## config.mk

```make
export PLATFORM = sky130hd
export DESIGN_NAME = csa_accum
export DESIGN_NICKNAME = d
export VERILOG_FILES = /design/src/rtl/csa_accum.sv
export SDC_FILE = /design/constraint.sdc
export NUM_CORES = 1
export LEC_CHECK = 0
export CAP_MARGIN = 10
export CORE_ASPECT_RATIO = 0.75
export CORE_MARGIN = 1.5
export CORE_UTILIZATION = 55
export CTS_CLUSTER_SIZE = 30
export DETAILED_ROUTE_END_ITERATION = 6
export PLACE_DENSITY = 0.79
export SLEW_MARGIN = 15
export SYNTH_ARGS = -nofsm -noshare
export SYNTH_HDL_FRONTEND = slang
export SYNTH_SLANG_ARGS = --single-unit
```

## constraint.sdc

```tcl
create_clock -name clk -period 2.9 [get_ports clk]
set_clock_uncertainty 0.2 [all_clocks]
set_input_delay 0.58 -clock clk [delete_from_list [all_inputs] [get_ports clk]]
set_output_delay 0.58 -clock clk [all_outputs]
set_load 0.05 [all_outputs]
```

## src/rtl/csa_accum.sv

```systemverilog
// Iterative multi-operand adder: folds a stream of operands into a redundant
// (sum, carry) pair through one 3:2 stage, then resolves with a single add.
module csa_accum #(
    parameter int DW = 8,
    parameter int CW = 8
) (
    input  logic                 clk,
    input  logic                 nreset,
    input  logic                 start,
    input  logic [CW-1:0]        count,
    input  logic                 in_valid,
    input  logic [DW-1:0]        in_data,
    output logic                 in_ready,
    output logic                 out_valid,
    output logic [DW+CW-1:0]     out_sum,
    input  logic                 out_ready,
    output logic                 busy,
    output logic [1:0]           dbg_state
);

    localparam int RW = DW + CW;

    // Handshakes: a word moves on a port in any cycle where its valid and
    // ready are both high at the rising edge of clk; valid never waits on ready.
    typedef enum logic [1:0] {
        IDLE    = 2'd0,
        ACCUM   = 2'd1,
        RESOLVE = 2'd2,
        DONE    = 2'd3
    } state_t;

    state_t          state_q, state_d;
    logic [RW-1:0]   s_q, s_d;
    logic [RW-1:0]   c_q, c_d;
    logic [CW-1:0]   remaining_q, remaining_d;
    logic [RW-1:0]   out_sum_q, out_sum_d;
    logic            in_ready_q, in_ready_d;
    logic            out_valid_q, out_valid_d;
    logic            busy_q, busy_d;

    logic [RW-1:0]   x_ext;
    logic [RW-1:0]   csa_sum;
    logic [RW-1:0]   csa_carry;
    logic            accept;
    logic            release_result;

    assign x_ext          = {{CW{1'b0}}, in_data};
    assign accept         = (state_q == ACCUM) && in_valid;
    assign release_result = (state_q == DONE) && out_ready;

    // One 3:2 compressor stage; the carry vector is weighted by 2.
    always_comb begin
        csa_sum   = s_q ^ c_q ^ x_ext;
        csa_carry = ((s_q & c_q) | (c_q & x_ext) | (x_ext & s_q)) << 1;
    end

    always_comb begin
        state_d     = state_q;
        s_d         = s_q;
        c_d         = c_q;
        remaining_d = remaining_q;
        out_sum_d   = out_sum_q;

        case (state_q)
            IDLE: begin
                if (start) begin
                    s_d         = '0;
                    c_d         = '0;
                    remaining_d = count;
                    state_d     = (count != '0) ? ACCUM : RESOLVE;
                end
            end
            ACCUM: begin
                if (accept) begin
                    s_d         = csa_sum;
                    c_d         = csa_carry;
                    remaining_d = remaining_q - 1'b1;
                    if (remaining_q == {{(CW-1){1'b0}}, 1'b1}) begin
                        state_d = RESOLVE;
                    end
                end
            end
            RESOLVE: begin
                out_sum_d = s_q + c_q;
                state_d   = DONE;
            end
            DONE: begin
                if (release_result) begin
                    state_d = IDLE;
                end
            end
            default: begin
                state_d = IDLE;
            end
        endcase
    end

    // Port flags are decoded from the next state so they leave a flop.
    always_comb begin
        in_ready_d  = (state_d == ACCUM);
        out_valid_d = (state_d == DONE);
        busy_d      = (state_d != IDLE);
    end

    always_ff @(posedge clk) begin
        if (!nreset) begin
            state_q     <= IDLE;
            s_q         <= '0;
            c_q         <= '0;
            remaining_q <= '0;
            out_sum_q   <= '0;
            in_ready_q  <= 1'b0;
            out_valid_q <= 1'b0;
            busy_q      <= 1'b0;
        end else begin
            state_q     <= state_d;
            s_q         <= s_d;
            c_q         <= c_d;
            remaining_q <= remaining_d;
            out_sum_q   <= out_sum_d;
            in_ready_q  <= in_ready_d;
            out_valid_q <= out_valid_d;
            busy_q      <= busy_d;
        end
    end

    assign in_ready  = in_ready_q;
    assign out_valid = out_valid_q;
    assign out_sum   = out_sum_q;
    assign busy      = busy_q;
    assign dbg_state = state_q;

endmodule
```

### After elaboration in Yosys (flattened, before gate mapping)

Cells that the tools add are included.

* word-level logic and storage cells: 46
* register bits: 61

* add/sub/neg operators: 2
* bitwise operators: 7
* reduce and logical (&&, ||, !) cells: 7
* equality and inequality tests: 8
* mux-type cells: 14

Operators by type and width (number)
* 16-bit one-hot mux with 2 select lines: 2
* 16-bit two-way mux: 3
* 15-bit OR: 2
* 16-bit adder: 1
* 8-bit two-way mux: 2
* 8-bit one-hot mux with 2 select lines: 1
* 16-bit bitwise XOR: 1
* 16-bit by 8-bit bitwise XOR with 16-bit output: 1
* 15-bit AND: 1
* 15-bit by 8-bit AND with 15-bit output: 1
* 8-bit by 15-bit AND with 15-bit output: 1
* 2-bit two-way mux: 5
* 8-bit by 1-bit == test with 1-bit output (second input constant): 1
* 2-bit one-hot mux with 4 select lines: 1
* 8-bit nonzero test: 1
* 8-bit by 1-bit subtractor with 8-bit output (second input constant): 1
* 2-bit == test (second input constant): 3
* 2-bit by 1-bit == test with 1-bit output (second input constant): 2
* 2-bit inequality test (second input constant): 2
* 2-bit nonzero test: 2
* 3-bit AND reduction: 1
* 1-bit logical AND: 2
* 2-bit zero test: 1

### Longest topological paths before layout

* depth after elaboration: 5
* gate-level depth with buffers: 7

### Least setup slack after synthesis

No wires, ideal clock.

* kind: register -> register
* start point: register s_q[1]
* end point: register out_sum_q[13] (netlist: out_sum[13])
* arrival: 2.059 ns
* clock period less this slack: 2.376 ns
* path buffers: 0
* stages on the path, launching flop included: 8
* setup time: 0.117 ns
* required time: 2.583 ns
* slack: 0.524 ns
* cell sequence: dfxtp_1 ha_1 fa_1 a21o_1 a221oi_4 o21ai_2 or3_1 a32o_1

* longest elaborated chain between the ends: 1

RTL lines
* start: declaration: line 33 `logic [RW-1:0] s_q, s_d;`
* start signal: assignment: line 108 `s_q <= '0;`
* start signal: assignment: line 117 `s_q <= s_d;`
* 16-bit adder: line 84 `out_sum_d = s_q + c_q;`
* end signal: assignment: line 120 `out_sum_q <= out_sum_d;`
* end: declaration: line 36 `logic [RW-1:0] out_sum_q, out_sum_d;`

Every way passes these cells.
A chain may end at the register's enable or synchronous reset.

### Worst setup path in the final report

* start point: register state_q[0] (netlist: dbg_state[0])
* end point: output dbg_state[0]

RTL lines
* start: declaration: line 32 `state_t state_q, state_d;`
* start signal: assignment: line 116 `state_q <= state_d;`
* end: declaration: line 18 `output logic [1:0] dbg_state`

No word-level cell between the ends.

==> out/results.txt <==
Status: finished, final reports clean
Synth cell count leaders: dfxtp_1 (60), a21oi_1 (57), nand2_1 (41), nand3_1 (30), nor2_1 (30)
Share of layout cells above drive strength 1: 0.0787
CTS tree: built
1st-iter DRT viols: 202
Syn Area/Cell: 8.34 sq um
Placed cell area: 3760 sq um
Leakage: 1.61 nW
GRT Total Usage: 0.264
Antenna diodes: 0
Num CTS Buffers: 9
Synth area leader: dfxtp_1
Final instance area: 4010 sq um
Initial antenna violation count: 0
RSZ-0062 raised after global routing: false
Via density: 6.03
FFs w/ async S/R, synth: 0
Setup Total Neg Slack: 0 ns
Top-area cell type share of the netlist area: 0.363
WP data arrival: 1.84 ns
Syn Inst Count: 397
Gpl congestion: 0.862
Area of the core: 5800 sq um
Pin count of the biggest net entering global routing: 41
FILL cells: 462
Total die area: 6500 sq um
Nets: 473
CTS root buf: clkbuf_8
Clock sink count: 60
Drt wl/cell: 15.7 um
Hold Path End: out_sum[4]
DP HPWL: 5310 um
Clk Latency, worst-skew pair: 0.34 ns
CP delay by family, top: buffers and inverters
F_max: 382 MHz
Largest fanout on the critical path: 14
Global-route wire length before repair: 13500 um
Vias in the first global route: 2879
Crit-path slowest cell: clkdlybuf4s50_1
Clock Path Buffers: 2
I/O Buffers: 41
Num ports: 42
Hold_sp: out_sum[4]
PostCTS Resize Cnt: 0
Pre-Repair DR Iteration Count: 4
Hold_ws: 0.254 ns
Seq/Total Area, Yosys: 0.363
Critical R2R Capture: out_sum[13]
CP Class: register to output port
WP buf/inv: 1
Syn nets: 443
Minimum clock period: 2.62 ns
Startpoint types: register
Starting Density: 0.571
PD cells: 533 nW/um^2
WP depth: 1
Top cells by area, synth: dfxtp_1 (36%), a21oi_1 (8.6%), ha_1 (6.4%), fa_1 (4.8%), nand2_1 (4.7%)
Final hold vios: 0
Peak VDD IR: 0.343 mV
Hold WC Path Type: register to register
Vert. Die Dim: 70.2 um
Element type at the critical path end: output port
DIE WIDTH: 92.6 um
Reg2Reg Setup Slack: 0.34 ns
H-tree Lvls: 3
Postcts setup bufs: 0
Slew headroom: 0.530
R2r startpoint: s_q[1]
Hold_buf cts: 0
Critical Path, Cell by Cell: clkdlybuf4s50_1
Post-DRT Antenna Nets: 0
Slew Viols, Final: 0
Yosys reg bits: 60
Congestion Overflow GR: 0
Hold Path Cell Cnt: 2
Vias after detailed routing: 3076
Post-synth cell types: 59
Ys flop type: dfxtp_1
Clock-pin slew on the worst setup and hold paths: 0.07 ns
Post-Syn Area: 3310 sq um
Req. time, crit path: 2.12 ns
Max Cap Viol: 0
CP max stage delay: 0.89 ns
Post-synth EDFFs: 0
Count leader, synth: dfxtp_1
Rows: 24
Layout Area Growth over Synthesis: 21.2%
Worst slew pin tran: 0.705 ns
Crit path from: dbg_state[0]
Worst-case reg-to-reg path depth: 7
Final setup fails: 0
Synthesis warning total: 0
Final worst-path cycle share: 0.903
Drt drc: 0
Total routed wirelength: 7980 um
[how the worst max path moves through the flow]
stage | endpoint | slack [ns]
after floorplan | out_sum[13] | 0.52
after global placement | remaining_q[0] | 0.38
after detailed placement | remaining_q[0] | 0.35
after CTS | dbg_state[0] | 0.26
after global routing | dbg_state[0] | 0.19
final | dbg_state[0] | 0.28
[per-stage QoR]
stage               instances  utilization  setup slack, ns  total power [mW]
floorplan                 397            -            0.524              1.11
global placement          494        0.649            0.377              1.20
detailed placement        494        0.649            0.348              1.21
CTS                       510        0.692            0.263              2.15
global route              510        0.692            0.187              2.22
finish                    510        0.692            0.280              2.14
[flip-flops by register name (all words and copies together), names as in the netlist]
register     count
c_q             15
out_sum         16
out_valid        1
remaining_q      8
busy             1
s_q             16
dbg_state        2
in_ready         1
[kinds of logic after synthesis]
kind of cell,count (synthesis),synth area share
and+or+nand+nor,149,0.222
AOI/OAI and AO/OA,115,0.224
DFF,60,0.363
buffers and inverters,34,0.0397
adders and majority gates,25,0.113
xor gates and xnor gates,9,0.0238
muxes,5,0.0155
[cells in the final DEF (no fill, tap or decap), drive strengths merged, types with 3 or more instances in the layout]
master | synthesis | layout
nor3 | 7 | 7
a211oi | 4 | 4
dfxtp | 60 | 60
and3 | 18 | 18
a21o | 6 | 6
o211ai | 3 | 3
clkdlybuf4s50 | 0 | 41
nand3 | 30 | 30
clkbuf | 24 | 12
o21a | 3 | 3
nor4 | 3 | 3
buf | 5 | 7
or3 | 3 | 3
inv | 5 | 5
a21oi | 57 | 57
fa | 8 | 8
o21ai | 14 | 14
xor2 | 3 | 3
nor2 | 30 | 30
nand2 | 41 | 41
nand2b | 3 | 3
a211o | 4 | 4
bufinv | 0 | 3
xnor2 | 6 | 6
a21boi | 3 | 3
ha | 17 | 17
mux2i | 4 | 4
a311oi | 4 | 4
[metal layers]
| layer | vias up | global-route usage | part of all wire |
|---|---|---|---|
| met1 | 1442 | 0.345 | 0.46 |
| met3 | 18 | 0.0708 | 0.066 |
| met5 | - | 0 | 0 |
| met4 | 0 | 0.108 | 0.017 |
| met2 | 116 | 0.412 | 0.46 |
| li1 | 1500 | - | - |
[power breakdown]
group	leakage (nW)	internal [mW]	switching, mW
logic	0.995	0.113	0.204
registers	0.487	0.853	0.0281
clock network	0.127	0.617	0.325
[layout make-up]
| type | instances | area (sq um) | share of cell area |
|---|---|---|---|
| Clock buffer | 12 | 155 | 0.0387 |
| Clock inverter | 4 | 95.1 | 0.0237 |
| Inverter | 5 | 18.8 | 0.00468 |
| Multi-Input combinational cell | 303 | 1980 | 0.494 |
| Sequential cell | 60 | 1200 | 0.299 |
| Tap cell | 78 | 97.6 | 0.0243 |
| Timing Repair Buffer | 48 | 463 | 0.115 |
[tightest hold or removal path: cells and delay by family (launching register included)]
kind	cells	cell delay (ns)
simple gates	1	0.05
flops	1	0.31
compound gates	1	0.05
Power figures use the tool's default switching activity.
